`src/rtl/qspi_target_if.sv`:
```
// Quad-SPI pin bundle between an initiator (master) and the target (slave).
//
// Handshake: there is no valid/ready pair on this link. A transfer is framed
// by cs_n: while cs_n is low every rising clk edge moves exactly one nibble
// (io_in from initiator, io_out from target when io_oe=4'hF); cs_n high at a
// rising edge ends or aborts the transfer at that same edge.
interface qspi_target_if;
    logic       cs_n;
    logic [3:0] io_in;
    logic [3:0] io_out;
    logic [3:0] io_oe;

    modport master (
        output cs_n,
        output io_in,
        input  io_out,
        input  io_oe
    );

    modport slave (
        input  cs_n,
        input  io_in,
        output io_out,
        output io_oe
    );
endinterface

```
`src/rtl/qspi_target.sv`:
```
// Quad-SPI memory responder: decodes a two-nibble opcode and a 24-bit
// address, then streams read data out of (or commits write data into) a
// small byte array. The SPI clock is the system clock.
module qspi_target #(
    parameter int         DEPTH     = 256,
    parameter int         DUMMY     = 4,
    parameter logic [7:0] READ_CMD  = 8'hEB,
    parameter logic [7:0] WRITE_CMD = 8'h38
) (
    input  logic          clk,
    input  logic          reset,
    qspi_target_if.slave  bus,
    output logic          busy,
    output logic          cmd_err,
    output logic [2:0]    state_dbg
);

    localparam int AW = $clog2(DEPTH);
    // Counter must reach 5 for the address phase and DUMMY-1 for dummies.
    localparam int CW = ($clog2(DUMMY) > 3) ? $clog2(DUMMY) : 3;
    localparam logic [CW-1:0] ADDR_LAST  = CW'(5);
    localparam logic [CW-1:0] DUMMY_LAST = CW'(DUMMY - 1);

    typedef enum logic [2:0] {
        S_IDLE   = 3'd0,
        S_CMD    = 3'd1,
        S_ADDR   = 3'd2,
        S_DUMMY  = 3'd3,
        S_RDATA  = 3'd4,
        S_WDATA  = 3'd5,
        S_IGNORE = 3'd6
    } state_t;

    state_t          state_q, state_d;
    logic [CW-1:0]   cnt_q, cnt_d;
    logic [3:0]      cmd_hi_q, cmd_hi_d;
    logic            rd_op_q, rd_op_d;
    logic [AW-1:0]   ptr_q, ptr_d;
    logic            half_q, half_d;
    logic [3:0]      wr_hi_q, wr_hi_d;
    logic [3:0]      io_out_q, io_out_d;
    logic [3:0]      io_oe_q, io_oe_d;
    logic            cmd_err_q, cmd_err_d;

    logic            mem_we;
    logic [7:0]      mem_wdata;
    logic [7:0]      rd_byte;
    logic [7:0]      opcode;

    // Backing store; deliberately not reset so contents survive a reset.
    logic [7:0] mem [DEPTH];

    assign rd_byte = mem[ptr_q];
    assign opcode  = {cmd_hi_q, bus.io_in};

    // Next-state and datapath decode; cs_n high overrides every state.
    always_comb begin
        state_d   = state_q;
        cnt_d     = cnt_q;
        cmd_hi_d  = cmd_hi_q;
        rd_op_d   = rd_op_q;
        ptr_d     = ptr_q;
        half_d    = half_q;
        wr_hi_d   = wr_hi_q;
        io_out_d  = 4'h0;
        io_oe_d   = 4'h0;
        cmd_err_d = cmd_err_q;
        mem_we    = 1'b0;
        mem_wdata = {wr_hi_q, bus.io_in};

        if (bus.cs_n) begin
            // Abort or idle: drop any partial byte and phase progress.
            state_d = S_IDLE;
            cnt_d   = '0;
            half_d  = 1'b0;
            ptr_d   = '0;
        end else begin
            case (state_q)
                S_IDLE: begin
                    cmd_hi_d = bus.io_in;
                    state_d  = S_CMD;
                end
                S_CMD: begin
                    cnt_d = '0;
                    if (opcode == READ_CMD) begin
                        rd_op_d = 1'b1;
                        state_d = S_ADDR;
                    end else if (opcode == WRITE_CMD) begin
                        rd_op_d = 1'b0;
                        state_d = S_ADDR;
                    end else begin
                        cmd_err_d = 1'b1;
                        state_d   = S_IGNORE;
                    end
                end
                S_ADDR: begin
                    // Only the low AW address bits survive the shift.
                    ptr_d = AW'({ptr_q, bus.io_in});
                    if (cnt_q == ADDR_LAST) begin
                        cnt_d  = '0;
                        half_d = 1'b0;
                        if (!rd_op_q)        state_d = S_WDATA;
                        else if (DUMMY == 0) state_d = S_RDATA;
                        else                 state_d = S_DUMMY;
                    end else begin
                        cnt_d = cnt_q + CW'(1);
                    end
                end
                S_DUMMY: begin
                    if (cnt_q == DUMMY_LAST) begin
                        cnt_d   = '0;
                        state_d = S_RDATA;
                    end else begin
                        cnt_d = cnt_q + CW'(1);
                    end
                end
                S_RDATA: begin
                    io_oe_d  = 4'hF;
                    io_out_d = half_q ? rd_byte[3:0] : rd_byte[7:4];
                    half_d   = ~half_q;
                    if (half_q) ptr_d = ptr_q + AW'(1);
                end
                S_WDATA: begin
                    if (!half_q) begin
                        wr_hi_d = bus.io_in;
                        half_d  = 1'b1;
                    end else begin
                        mem_we = 1'b1;
                        half_d = 1'b0;
                        ptr_d  = ptr_q + AW'(1);
                    end
                end
                S_IGNORE: begin
                    state_d = S_IGNORE;
                end
                default: begin
                    state_d = S_IDLE;
                end
            endcase
        end
    end

    // State and registered outputs, asynchronously cleared.
    always_ff @(posedge clk or negedge reset) begin
        if (!reset) begin
            state_q   <= S_IDLE;
            cnt_q     <= '0;
            cmd_hi_q  <= 4'h0;
            rd_op_q   <= 1'b0;
            ptr_q     <= '0;
            half_q    <= 1'b0;
            wr_hi_q   <= 4'h0;
            io_out_q  <= 4'h0;
            io_oe_q   <= 4'h0;
            cmd_err_q <= 1'b0;
        end else begin
            state_q   <= state_d;
            cnt_q     <= cnt_d;
            cmd_hi_q  <= cmd_hi_d;
            rd_op_q   <= rd_op_d;
            ptr_q     <= ptr_d;
            half_q    <= half_d;
            wr_hi_q   <= wr_hi_d;
            io_out_q  <= io_out_d;
            io_oe_q   <= io_oe_d;
            cmd_err_q <= cmd_err_d;
        end
    end

    // Byte commit on the edge that captures the low nibble.
    always_ff @(posedge clk) begin
        if (mem_we) mem[ptr_q] <= mem_wdata;
    end

    assign bus.io_out = io_out_q;
    assign bus.io_oe  = io_oe_q;
    assign busy       = (state_q != S_IDLE);
    assign cmd_err    = cmd_err_q;
    assign state_dbg  = state_q;

endmodule

```
`src/flat_wrapper.sv`:
```
// flat-port wrapper written by rule: the top's interface ports become plain ports
module qspi_target_flat 
#(
    parameter int         DEPTH     = 256,
    parameter int         DUMMY     = 4,
    parameter logic [7:0] READ_CMD  = 8'hEB,
    parameter logic [7:0] WRITE_CMD = 8'h38
)
  (clk, reset, busy, cmd_err, state_dbg, bus_cs_n, bus_io_in, bus_io_out, bus_io_oe);
  qspi_target_if bus_i ();
  input  logic clk;
  input  logic reset;
  output logic busy;
  output logic cmd_err;
  output logic [2:0] state_dbg;
  input wire logic [$bits(bus_i.cs_n)-1:0] bus_cs_n;
  input wire logic [$bits(bus_i.io_in)-1:0] bus_io_in;
  output wire logic [$bits(bus_i.io_out)-1:0] bus_io_out;
  output wire logic [$bits(bus_i.io_oe)-1:0] bus_io_oe;
  assign bus_i.cs_n = bus_cs_n;
  assign bus_i.io_in = bus_io_in;
  assign bus_io_out = bus_i.io_out;
  assign bus_io_oe = bus_i.io_oe;
  qspi_target #(.DEPTH(DEPTH), .DUMMY(DUMMY), .READ_CMD(READ_CMD), .WRITE_CMD(WRITE_CMD)) u_core (.clk(clk), .reset(reset), .bus(bus_i), .busy(busy), .cmd_err(cmd_err), .state_dbg(state_dbg));
endmodule
```
`config.mk`:
```
export PLATFORM = sky130hd
export DESIGN_NAME = qspi_target_flat
export DESIGN_NICKNAME = d
export VERILOG_FILES = /design/src/rtl/qspi_target_if.sv /design/src/rtl/qspi_target.sv /design/src/flat_wrapper.sv
export SDC_FILE = /design/constraint.sdc
export NUM_CORES = 2
export LEC_CHECK = 0
export ABC_AREA = 1
export CAP_MARGIN = 20
export CORE_MARGIN = 2
export CORE_UTILIZATION = 44
export DETAILED_ROUTE_END_ITERATION = 6
export HOLD_SLACK_MARGIN = 0.02
export PLACE_DENSITY = 0.69
export SYNTH_ARGS = -nofsm -noshare
export SYNTH_HDL_FRONTEND = slang
export SYNTH_SLANG_ARGS = --single-unit
```
`constraint.sdc`:
```
create_clock -name clk -period 6.1 [get_ports clk]
set_input_delay 0.61 -clock clk [delete_from_list [all_inputs] [get_ports clk]]
set_output_delay 0.61 -clock clk [all_outputs]
set_load 0.02 [all_outputs]
```
==> impl_metrics.json <==
{
  "final_max_slew_viol_count": 71,
  "routedWlPerCell_um": 22.1,
  "clockRootBuffer": "clkbuf_16",
  "worst-path-max-fanout": 16,
  "htreeDepth": 4,
  "start_util_pct": 44.4,
  "utilization_pct": 49.0,
  "cp_top_family": "simple AND/OR/NAND/NOR gates",
  "rsz0062_at_grt": "false",
  "antenna_found_initial": 3,
  "synthesis.area_sq_um": 85500,
  "vias": 56800,
  "syn_inst": 7658,
  "start_kind": "register",
  "viasPerCell": 5.57,
  "firstDrtPassIters": 6,
  "cp.buffers_inverters": 2,
  "period_share_pct": 66.7,
  "peakVddDrop_uv": 619,
  "finalHoldViolCount": 0,
  "grt_overflow": 0,
  "fp.dieW_um": 445,
  "die_area_sq_um": 198000,
  "layout_common_cells": "2048 x edfxtp_1, 1948 x nor2_1, 1621 x nand2_1",
  "fin_total_pwr_mw": 45.1,
  "die_y_um": 445,
  "worst-r2r-cell-count": 6,
  "fmax_mhz": 246,
  "postCtsSetupBuffers": 0,
  "ant_nets": 0,
  "path_cells": "inv_1, nor2_2, inv_1, nor4_4, nand2_1, nor2_1",
  "synth_area_leaders": "edfxtp_1 72%, nor2_1 8.6%, nand2_1 7.2%",
  "drcViolationCount": 0,
  "fillCellCount": 16400,
  "status": "finished with violations",
  "drv_cap": 0,
  "p_leak_nw": 33.4,
  "hp-class": "primary input to async pin",
  "power.density_nw_per_um2": 478,
  "required_ns": 6.59,
  "cpMostUsedCell": "inv_1",
  "slew_headroom_pct": -6.41,
  "slowest_delay_ns": 0.83,
  "insertion_delay_ns": 0.85,
  "core_sq_um": 193000,
  "place_hpwl_um": 122000,
  "synth_top_area_share_pct": 71.9,
  "rows": 161,
  "fin_skew_ns": 0.0621,
  "grt_max_degree": 217,
  "synth_nets": 7673,
  "stdcell_count": 10200,
  "first_global_vias": 54400,
  "end_kind": "register",
  "syn_to_final_growth_pct": 10.4,
  "routed_wl_um": 225000,
  "grt_pass1_wl_um": 336000,
  "numPortBuffers": 19,
  "grtUsageTotal_pct": 22.3,
  "io_pins": 20,
  "gp_congestion": 0.895,
  "seq_area_frac_synth_pct": 72.8,
  "layout-drive-gt1-share_pct": 5.14,
  "crit_type": "register to register",
  "cts_tree": "built",
  "yosys.area.top_type": "edfxtp_1",
  "fin_tns_setup_ns": 0,
  "finalSetupViolCount": 0,
  "startpoint": "u_core.ptr_q[4]$_DFFE_PN0P_",
  "avgSynthCellArea_sq_um": 11.2,
  "finalNetCount": 7526,
  "place_inst": 9833,
  "multi_input_area_sq_um": 20300,
  "clockBufferDepth": 3,
  "r2r-start": "u_core.ptr_q[4]$_DFFE_PN0P_",
  "clkSinkCount": 2078,
  "synth.distinct_cells": 30,
  "yosysWarnings": 0,
  "holdBufCountCts": 0,
  "arrival_ns": 4.56,
  "critPathSlowestCell": "nor2_1",
  "crit_cells": 6,
  "path_clk_slew_ns": 0.06,
  "tightest_slew_ns": 1.60,
  "synth_seq_cells": 2078,
  "violations": "slew limit",
  "drtIter0Drc": 6795,
  "final_common_cell": "edfxtp_1",
  "cts_buffers": 201,
  "ctsResizeCount": 0,
  "fin_crit_ns": 4.07,
  "regArea_sq_um": 62300
}
-- kinds of logic (layout without fill, tap and decap cells) --
family,Yosys count,count (layout),synth area share (%)
and+or+nand+nor,3721,3721,16.6
other,0,2,0
buffers and inverters,684,707,3.51
adders and majority gates,8,8,0.117
DFF,2078,2078,72.8
xor gates and xnor gates,1,1,0.0102
AOI/OAI and AO/OA,1166,1166,6.99
-- report_power, final --
part	total, mW	internal, mW	switching [mW]
logic	15.2	3.67	11.5
registers	17.3	16.9	0.488
clock network	12.6	7.21	5.37
-- area by class of cell --
cell class	count	share of cell area (%)
Clock inverter	125	1.54
Sequential cell	2078	66.0
Tap cell	2526	3.35
Antenna cell	2	0.00530
Inverter	234	0.952
Clock buffer	248	5.54
Timing Repair Buffer	100	1.11
Multi-Input combinational cell	4896	21.5
-- metrics by stage --
| stage | setup slack [ns] | hold WS, ns | area (sq um) |
|---|---|---|---|
| 4_1_cts | 2.15 | 0.155 | 94400 |
| 3_5_place_dp | 1.86 | 0.469 | 87700 |
| 6_report | 2.03 | 0.192 | 94400 |
| 2_1_floorplan | 2.11 | 0.314 | 85500 |
| 5_1_grt | 1.90 | 0.187 | 94400 |
| 3_3_place_gp | 1.88 | 0.461 | 87700 |
-- layer usage --
metal	share of wire, %	wire length, um	track usage (%)
met1	39	88900	30.3
met2	46	104000	35.3
met3	9.7	21900	4.15
met4	4.4	9840	9.80
met5	0.010	23	0
-- cells in the mapped netlist, drive strengths merged --
master	instances
inv	229
ha	8
nand4	18
o311ai	1
clkinv	5
nand2	1636
edfxtp	2048
o22ai	88
o21bai	3
o32ai	3
o21ai	1049
nor4	3
nor3	5
a22o	1
a21o	1
xor2	1
buf	272
o211ai	2
nor2	1953
a21oi	18
clkbuf	178
nand3	106
dfrtp	30
-- path summary, 6_finish.rpt --
kind,end,slack (ns)
setup / recovery,u_core.mem[28][6]$_DFFE_PP_,2.03
hold / removal,u_core.cmd_err$_DFFE_PN0P_,0.19
setup reg to reg,u_core.mem[28][6]$_DFFE_PP_,2.03
hold reg to reg,u_core.cmd_err$_DFFE_PN0P_,0.48
max in group asynchronous,u_core.ptr_q[1]$_DFFE_PN0P_,5.53
min in group clk,u_core.mem[149][0]$_DFFE_PP_,0.22
-- sequential cells by signal, summed over array words and instances (netlist names), 3 cells and up --
signal             count
u_core.bus.io_out      4
u_core.cmd_hi_q        4
u_core.cnt_q           3
u_core.mem          2048
u_core.ptr_q           8
u_core.state_dbg       3
u_core.wr_hi_q         4
(Power assumes the default switching activity.)
